## src/rtl/fsqrt_pkg.sv

```systemverilog
// Shared types and constants for the shared square-root arbiter.
package fsqrt_pkg;

    localparam logic [31:0] QNAN = 32'h7FC0_0000;

    typedef struct packed {
        logic       valid;
        logic [2:0] id;
        logic       byp;
    } tag_t;

    typedef enum logic [1:0] {
        IDLE = 2'd0,
        BUSY = 2'd1,
        DONE = 2'd2
    } state_t;

    // -0.0 has a defined square root and still goes to the unit
    function automatic logic is_neg_nonzero(input logic [31:0] f);
        return f[31] && (f[30:0] != 31'd0);
    endfunction

endpackage

```

## src/rtl/rr_arbiter.sv

```systemverilog
// Round-robin picker: search starts at the registered pointer and wraps;
// the pointer advances past the winner only when a grant is taken.
module rr_arbiter #(
    parameter int N_REQ = 4
) (
    input  logic             clk,
    input  logic             rst_n,
    input  logic [N_REQ-1:0] req,
    input  logic             en,
    output logic [N_REQ-1:0] grant,
    output logic [2:0]       grant_id,
    output logic             any
);

    logic [2:0] ptr_reg;
    logic [7:0] req_ext;

    assign req_ext = 8'(req);

    always_comb begin
        int         idx;
        logic [2:0] idx3;
        any      = 1'b0;
        grant_id = 3'd0;
        for (int k = 0; k < N_REQ; k++) begin
            idx = int'(ptr_reg) + k;
            if (idx >= N_REQ) begin
                idx = idx - N_REQ;
            end
            idx3 = 3'(idx);
            if (!any && req_ext[idx3]) begin
                any      = 1'b1;
                grant_id = idx3;
            end
        end
    end

    for (genvar gi = 0; gi < N_REQ; gi++) begin : g_grant
        assign grant[gi] = en && any && (grant_id == 3'(gi));
    end

    always_ff @(posedge clk or negedge rst_n) begin
        if (!rst_n) begin
            ptr_reg <= 3'd0;
        end else if (en && any) begin
            ptr_reg <= (grant_id == 3'(N_REQ - 1)) ? 3'd0 : grant_id + 3'd1;
        end
    end

endmodule

```

## src/rtl/fsqrt_arbiter.sv

```systemverilog
// Shares one Floating_Sqrt unit between N_REQ requesters; results return with
// a fixed latency, tagged with the issuing requester's index.
module fsqrt_arbiter
    import fsqrt_pkg::*;
#(
    parameter int N_REQ     = 4,
    parameter int SQRT_LAT  = 2,
    parameter int PIPELINED = 1
) (
    input  logic                 clk,
    input  logic                 rst_n,
    input  logic [N_REQ-1:0]     req_valid,
    input  logic [32*N_REQ-1:0]  req_data,
    output logic [N_REQ-1:0]     req_ready,
    output logic                 rsp_valid,
    output logic [2:0]           rsp_id,
    output logic [31:0]          rsp_data,
    output logic                 sqrt_en,
    output logic [31:0]          sqrt_a,
    input  logic [31:0]          sqrt_result
);

    localparam int CNT_W = (SQRT_LAT > 1) ? $clog2(SQRT_LAT) : 1;

    state_t           state_reg, state_next;
    logic [CNT_W-1:0] cnt_reg, cnt_next;
    tag_t             tag_reg [SQRT_LAT];
    tag_t             tag_last;
    logic [31:0]      ops [8];
    logic [31:0]      operand;
    logic [2:0]       win_id;
    logic             win_any;
    logic             issue_ok;
    logic             issue;
    logic             byp;

    // Gating with rst_n keeps req_ready low for the whole reset assertion
    assign issue_ok = rst_n && ((PIPELINED != 0) || (state_reg == IDLE));
    assign issue    = issue_ok && win_any;

    rr_arbiter #(.N_REQ(N_REQ)) u_arb (
        .clk      (clk),
        .rst_n    (rst_n),
        .req      (req_valid),
        .en       (issue_ok),
        .grant    (req_ready),
        .grant_id (win_id),
        .any      (win_any)
    );

    for (genvar gi = 0; gi < 8; gi++) begin : g_ops
        if (gi < N_REQ) begin : g_used
            assign ops[gi] = req_data[32*gi +: 32];
        end else begin : g_pad
            assign ops[gi] = 32'd0;
        end
    end

    assign operand  = ops[win_id];
    assign byp      = is_neg_nonzero(operand);
    assign tag_last = tag_reg[SQRT_LAT-1];

    always_ff @(posedge clk or negedge rst_n) begin
        if (!rst_n) begin
            tag_reg[0] <= '0;
        end else begin
            tag_reg[0] <= issue ? tag_t'{valid: 1'b1, id: win_id, byp: byp} : '0;
        end
    end

    for (genvar gi = 1; gi < SQRT_LAT; gi++) begin : g_tag
        always_ff @(posedge clk or negedge rst_n) begin
            if (!rst_n) begin
                tag_reg[gi] <= '0;
            end else begin
                tag_reg[gi] <= tag_reg[gi-1];
            end
        end
    end

    always_ff @(posedge clk or negedge rst_n) begin
        if (!rst_n) begin
            sqrt_en   <= 1'b0;
            sqrt_a    <= 32'd0;
            rsp_valid <= 1'b0;
            rsp_id    <= 3'd0;
            rsp_data  <= 32'd0;
        end else begin
            sqrt_en   <= issue && !byp;
            if (issue) begin
                sqrt_a <= operand;
            end
            rsp_valid <= tag_last.valid;
            if (tag_last.valid) begin
                rsp_id   <= tag_last.id;
                rsp_data <= tag_last.byp ? QNAN : sqrt_result;
            end
        end
    end

    always_ff @(posedge clk or negedge rst_n) begin
        if (!rst_n) begin
            state_reg <= IDLE;
            cnt_reg   <= '0;
        end else begin
            state_reg <= state_next;
            cnt_reg   <= cnt_next;
        end
    end

    // Single-issue mode: the DONE cycle separates the response from the next grant
    always_comb begin
        state_next = state_reg;
        cnt_next   = cnt_reg;
        case (state_reg)
            IDLE: begin
                if (issue && (PIPELINED == 0)) begin
                    state_next = BUSY;
                    cnt_next   = CNT_W'(SQRT_LAT - 1);
                end
            end
            BUSY: begin
                if (cnt_reg == '0) begin
                    state_next = DONE;
                end else begin
                    cnt_next = cnt_reg - CNT_W'(1);
                end
            end
            DONE:    state_next = IDLE;
            default: state_next = IDLE;
        endcase
    end

endmodule

```

## config.mk

```make
export PLATFORM = sky130hd
export DESIGN_NAME = fsqrt_arbiter
export DESIGN_NICKNAME = d
export VERILOG_FILES = /design/src/rtl/fsqrt_pkg.sv /design/src/rtl/rr_arbiter.sv /design/src/rtl/fsqrt_arbiter.sv
export SDC_FILE = /design/constraint.sdc
export NUM_CORES = 1
export LEC_CHECK = 0
export BUFFER_PORTS_ARGS = -buffer_cell sky130_fd_sc_hd__buf_2
export CAP_MARGIN = 20
export CORE_MARGIN = 1.5
export CORE_UTILIZATION = 49
export CTS_CLUSTER_SIZE = 40
export DETAILED_ROUTE_END_ITERATION = 12
export PLACE_DENSITY = 0.95
export SLEW_MARGIN = 5
export SYNTH_ARGS = -nofsm -noshare
export SYNTH_HDL_FRONTEND = slang
export SYNTH_HIERARCHICAL = 1
export SYNTH_SLANG_ARGS = --single-unit
```

## constraint.sdc

```tcl
create_clock -name clk -period 10.33 [get_ports clk]
set_input_delay 1.5495 -clock clk [delete_from_list [all_inputs] [get_ports clk]]
set_output_delay 1.5495 -clock clk [all_outputs]
set_load 0.1 [all_outputs]
```

# Word level (Yosys, flattened, before mapping)
# Index checks and enable logic that the tools add are counted.
# W data, S select, Z words.
[word_totals]
reg_bits = 82
input_bits = 166
elab_cells = 75
[op_classes]
add_sub_neg = 8
order_cmp = 9
n_eq_ne = 3
mux = 26
bitwise = 1
reduce_logical = 16
[ops]
columns = ["cell", "count"]
rows = [
  ["$bmux W32 S3", 1],
  ["$mux W32", 3],
  ["$reduce_bool A31 Y1", 1],
  ["$mux W3", 9],
  ["$lt A3 B4 Y1 const B", 4],
  ["$bmux W1 S3", 4],
  ["$ge A4 B3 Y1 const B", 3],
  ["$sub A3 B3 Y3 const B", 4],
  ["$logic_and A1 B1 Y1", 10],
  ["$add A3 B2 Y4 const B", 2],
  ["$mux W1", 8],
  ["$eq A3 B2 Y1 const B", 2],
  ["$mux W5", 1],
  ["$add A3 B1 Y4 const B", 1],
  ["$ge A4 B4 Y1 const B", 1],
  ["$logic_not A1 Y1", 4],
  ["$not A3 Y4", 1],
  ["$add A3 B1 Y3 const B", 1],
  ["$eq A3 B1 Y1 const B", 1],
  ["$ge A3 B3 Y1 const B", 1],
  ["$logic_not A3 Y1", 1],
]

# Longest topological paths before layout
[depth]
depth_word = 22
ltp_mapped = 15
depth_no_buf = 11

# Hierarchy
# The synthesis kept the hierarchy.
[by_module_without_submodules]
columns = ["mod", "instances", "cells_each", "area_per_inst_um2"]
rows = [
  ["fsqrt_arbiter", 1, 293, 3791.1],
  ["rr_arbiter", 1, 65, 570.5],
]

# Least setup slack after synthesis
# No wires, ideal clock.
[synth_path]
path_type = "in2out"
from = "input port req_valid[0]"
to = "output port req_ready[3]"
arrival_ps = 3478
required_time_ps = 8781
slack_ps = 5303
cell_stages = 6
path_buffers = 0
path_cell_list = "mux2_4 a21oi_2 o21ai_1 o32ai_1 ha_1 and2_1"
[synth_via]
elab_chain_cells = 14
elab_cells_between_ends = 25
classes_between = "eq/ne: 1; mux: 16; reduce/logical: 8"
[synth_rtl]
columns = ["item", "line", "source"]
rows = [
  ["from (decl)", "fsqrt_arbiter.sv:12", "input logic [N_REQ-1:0] req_valid,"],
  ["$bmux W1 S3", "rr_arbiter.sv:31", "if (!any && req_ext[idx3]) begin"],
  ["$mux W1 (not written as such)", "rr_arbiter.sv:31", ""],
  ["$mux W1", "rr_arbiter.sv:31", ""],
  ["$logic_not A1 Y1", "rr_arbiter.sv:31", ""],
  ["$logic_and A1 B1 Y1", "rr_arbiter.sv:31", ""],
  ["$mux W1", "rr_arbiter.sv:31", ""],
  ["$logic_not A1 Y1", "rr_arbiter.sv:31", ""],
  ["$logic_and A1 B1 Y1", "rr_arbiter.sv:31", ""],
  ["$mux W1", "rr_arbiter.sv:31", ""],
  ["$logic_not A1 Y1", "rr_arbiter.sv:31", ""],
  ["$logic_and A1 B1 Y1", "rr_arbiter.sv:31", ""],
  ["$mux W3 (*)", "rr_arbiter.sv:31", ""],
  ["named net win_id[1]", "fsqrt_arbiter.sv:31", "logic [2:0] win_id;"],
  ["$eq A3 B2 Y1 (*)", "rr_arbiter.sv:39", "assign grant[gi] = en && any && (grant_id == 3'(gi));"],
  ["$logic_and A1 B1 Y1 (*)", "rr_arbiter.sv:39", ""],
  ["to (decl)", "fsqrt_arbiter.sv:14", "output logic [N_REQ-1:0] req_ready,"],
]
# Mark *: on every way through the listed nets, which the timed path passes. The rest lies on a longest branch. The select of a mux whose other input is x is not followed.

# Final worst setup path
[layout_path]
from = "register u_arb.ptr_reg[0]"
to = "output port req_ready[3]"
[layout_via]
elab_chain_cells = 16
elab_cells_between_ends = 40
classes_between = "add/sub: 7; order compare: 4; eq/ne: 1; mux: 20; reduce/logical: 8"
[layout_rtl]
columns = ["item", "line", "source"]
rows = [
  ["from (decl)", "rr_arbiter.sv:15", "logic [2:0] ptr_reg;"],
  ["from (signal assigned)", "rr_arbiter.sv:46", "ptr_reg <= (grant_id == 3'(N_REQ - 1)) ? 3'd0 : grant_id + 3'd1;"],
  ["branches (longest 13 deep; another with $add A3 B1 Y4)", "--", ""],
  ["$mux W3 (*)", "rr_arbiter.sv:31", ""],
  ["named net win_id[1]", "fsqrt_arbiter.sv:31", ""],
  ["$eq A3 B2 Y1 (*)", "rr_arbiter.sv:39", ""],
  ["$logic_and A1 B1 Y1 (*)", "rr_arbiter.sv:39", ""],
]
# Mark *: on every way through the listed nets, which the timed path passes. The select of a mux whose other input is x is not followed.

==> summary.md <==
| Metric | Value |
|---|---|
| Final WS setup | 4400 ps |
| All-Layer GR Usage | 26.6% |
| Final Hold Violating Endpoints | 0 |
| Ys Warns | 6 |
| DR iter-0 viols | 153 |
| Post-synth EDFFs | 0 |
| Remaining DRCs | 0 |
| Nets | 756 |
| Gpl congestion | 0.910 |
| TritonCTS clock tree | built |
| Critical Path Fanout Max | 24 |
| Post-DP HPWL | 9740 um |
| Reg2Reg Setup Slack | 5480 ps |
| CTS Hold Buffers Added | 0 |
| Crit path to | req_ready[3] |
| Register area share after synthesis | 47.0% |
| Netlist cell types | 46 |
| Max Slew Vio Count | 0 |
| Detailed Routing Iterations Pass 1 | 5 |
| Layout area overhead | 33.2% |
| Regs by FF count | rsp_data: 32 flops, sqrt_a: 32 flops |
| Gr ovfl total | 0 |
| Seq cells post-synth | 82 |
| Ant. Diodes | 0 |
| Wire per inst | 17.5 um |
| Clock Skew | 14.6 ps |
| Placement Rows | 34 |
| Final cycle utilization of the critical path | 57.4% |
| Top_reg_cell synth | dfrtp_1 |
| Die X | 97.3 um |
| Reg-to-reg endpoint | sqrt_en$_DFF_PN0_ |
| Final non-filler cell total | 697 |
| Fin crit period | 5930 ps |
| Final antenna-violating net count | 0 |
| Actual slew at the worst max-slew pin | 948 ps |
| Root Driver | clkbuf_8 |
| Fraction of layout cells with a size suffix above 1 | 52.8% |
| Clock latency on the worst-skew pair | 340 ps |
| Hold WC Path Type | reg2reg |
| Critical Path End Type | output port |
| Critical setup path kind | reg2out |
| Top-Level Pins | 239 |
| Pin count of the biggest net entering global routing | 69 |
| Synthesized Nets | 530 |
| Filler Cells Inserted | 678 |
| First-pass GRT wire length | 19700 um |
| Worst endpoint required time | 8780 ps |
| Worst hold slack | 344 ps |
| Worst-case clock buffer depth | 2 |
| CTS Buf Count | 9 |
| Initial core utilization | 50.3% |
| Vias in the first global route | 3885 |
| Relative slew slack | 36.8% |
| Overall routed net length | 12200 um |
| Die height | 97.3 um |
| Port bufs | 238 |
| Crit path arrival time | 4380 ps |
| Die ar. | 9480 um2 |
| Htree depth | 3 |
| Post-CTS setup buffer count | 0 |
| Post-CTS Resized | 0 |
| Setup violators final | 0 |
| Post-Place Setup Slack | 4510 ps |
| Critical R2R Launch | u_arb/ptr_reg[0]$_DFFE_PN0P_ |
| Mean Syn Cell Area | 12.2 um2 |
| Top achievable clock speed | 0.169 GHz |
| Clock transition at path regs | 90 ps |
| Placed Cells | 681 |
| Setup TNS | 0 ps |
| Mapped Area | 4360 um2 |
| Clk sink count | 82 |
| Status | finished, final reports clean |
| RSZ-0062 raised after global routing | false |
| Max-cap violations | 0 |
| DR vias | 3963 |
| Initial antenna violation count | 0 |
| Critical path startpoint | u_arb/ptr_reg[0]$_DFFE_PN0P_ |
| Type of origin of the critical path | flip-flop |
| Ys async rst share | 100% |
| Via density | 5.69 |
| Reg2Reg Depth | 11 |
| Core area | 8680 um2 |
| Gate Count Post-Synth | 358 |
## stage by stage
| stage | utilization [%] | area (um2) |
|---|---|---|
| 2_1_floorplan | - | 4360 |
| 3_3_place_gp | 64.5 | 5600 |
| 3_5_place_dp | 64.5 | 5600 |
| 4_1_cts | 67.0 | 5810 |
| 5_1_grt | 67.0 | 5810 |
| 6_report | 67.0 | 5810 |
## synth_stat cells (all sizes together) (5+ instances only)
cell type | number | area [um2]
nand3b | 23 | 173
mux2 | 5 | 60.1
o21ai | 28 | 144
a21oi | 15 | 82.6
a22o | 31 | 272
nand2 | 8 | 30.0
ha | 6 | 75.1
nand2b | 5 | 33.8
nor4 | 6 | 56.3
clkbuf | 17 | 63.8
nor2 | 25 | 93.8
mux4 | 33 | 743
and2 | 5 | 31.3
inv | 28 | 105
buf | 11 | 95.1
dfrtp | 82 | 2050
## worst max-delay path, stage by stage (launching register included)
cell and delay, ps:
dfrtp_1 640, inv_1 180, ha_1 540, mux2_4 350
a21oi_2 200, o21ai_1 170, o32ai_4 740, buf_4 420
ha_1 240, and2_1 130, buf_2 420
## worst min path at each step
stage	from	end	slack, ps	cells past startpoint
2_1_floorplan	tag_reg[5]$_DFF_PN0_	tag_last[0]$_DFF_PN0_	330	0
3_3_place_gp	tag_reg[9]$_DFF_PN0_	tag_last[4]$_DFF_PN0_	330	0
3_5_place_dp	tag_reg[6]$_DFF_PN0_	tag_last[1]$_DFF_PN0_	340	0
4_1_cts	tag_reg[5]$_DFF_PN0_	tag_last[0]$_DFF_PN0_	350	0
5_1_grt	tag_reg[7]$_DFF_PN0_	tag_last[2]$_DFF_PN0_	370	0
6_report	tag_reg[5]$_DFF_PN0_	tag_last[0]$_DFF_PN0_	340	0
## cell families (layout without fill, tap and decap cells)
| logic type | Yosys count | count (layout) | share of synthesized area, % |
|---|---|---|---|
| adders and majority gates | 6 | 6 | 1.72 |
| muxes | 42 | 42 | 19.4 |
| AOI/OAI and AO/OA | 87 | 87 | 14.5 |
| DFF | 82 | 82 | 47.0 |
| other | 1 | 1 | 0.0860 |
| buffers and inverters | 56 | 287 | 6.05 |
| and+or+nand+nor | 84 | 84 | 11.2 |
## final cells by class
class	count	area, um2	share of cell area [%]
clock buffer	10	138	2.37
inverter	28	105	1.81
tap	108	135	2.33
timing repair buffer	243	1230	21.2
multi-input combinational	220	2070	35.7
clock inverter	6	75.1	1.29
sequential	82	2050	35.3
## cell usage in the layout, fill, tap and decap left out, types with 2 or more instances in the layout
cell type and n:
a211oi_1 2, a21oi_1 13, a22o_1 31, and2_1 5
and3_1 3, buf_2 237, buf_4 6, clkbuf_8 10
clkinv_4 3, dfrtp_1 81, ha_1 6, inv_1 28
mux2_2 4, mux2i_1 3, mux4_2 33, nand2_1 8
nand2b_1 4, nand3b_1 23, nor2_1 24, nor3_1 4
nor4_1 3, nor4_2 3, o21a_1 3, o21ai_0 23
o21ai_1 4
## routing by layer
layer	wire [um]	GRT usage, %	vias up
li1	-	-	1776
met1	4780	33.9	1939
met4	239	8.90	0
met2	6210	45.8	230
met5	0	0	-
met3	1000	5.04	18
Power is not shown: default switching activity piles up to over one toggle a cycle in this logic, so the estimate is an artifact.
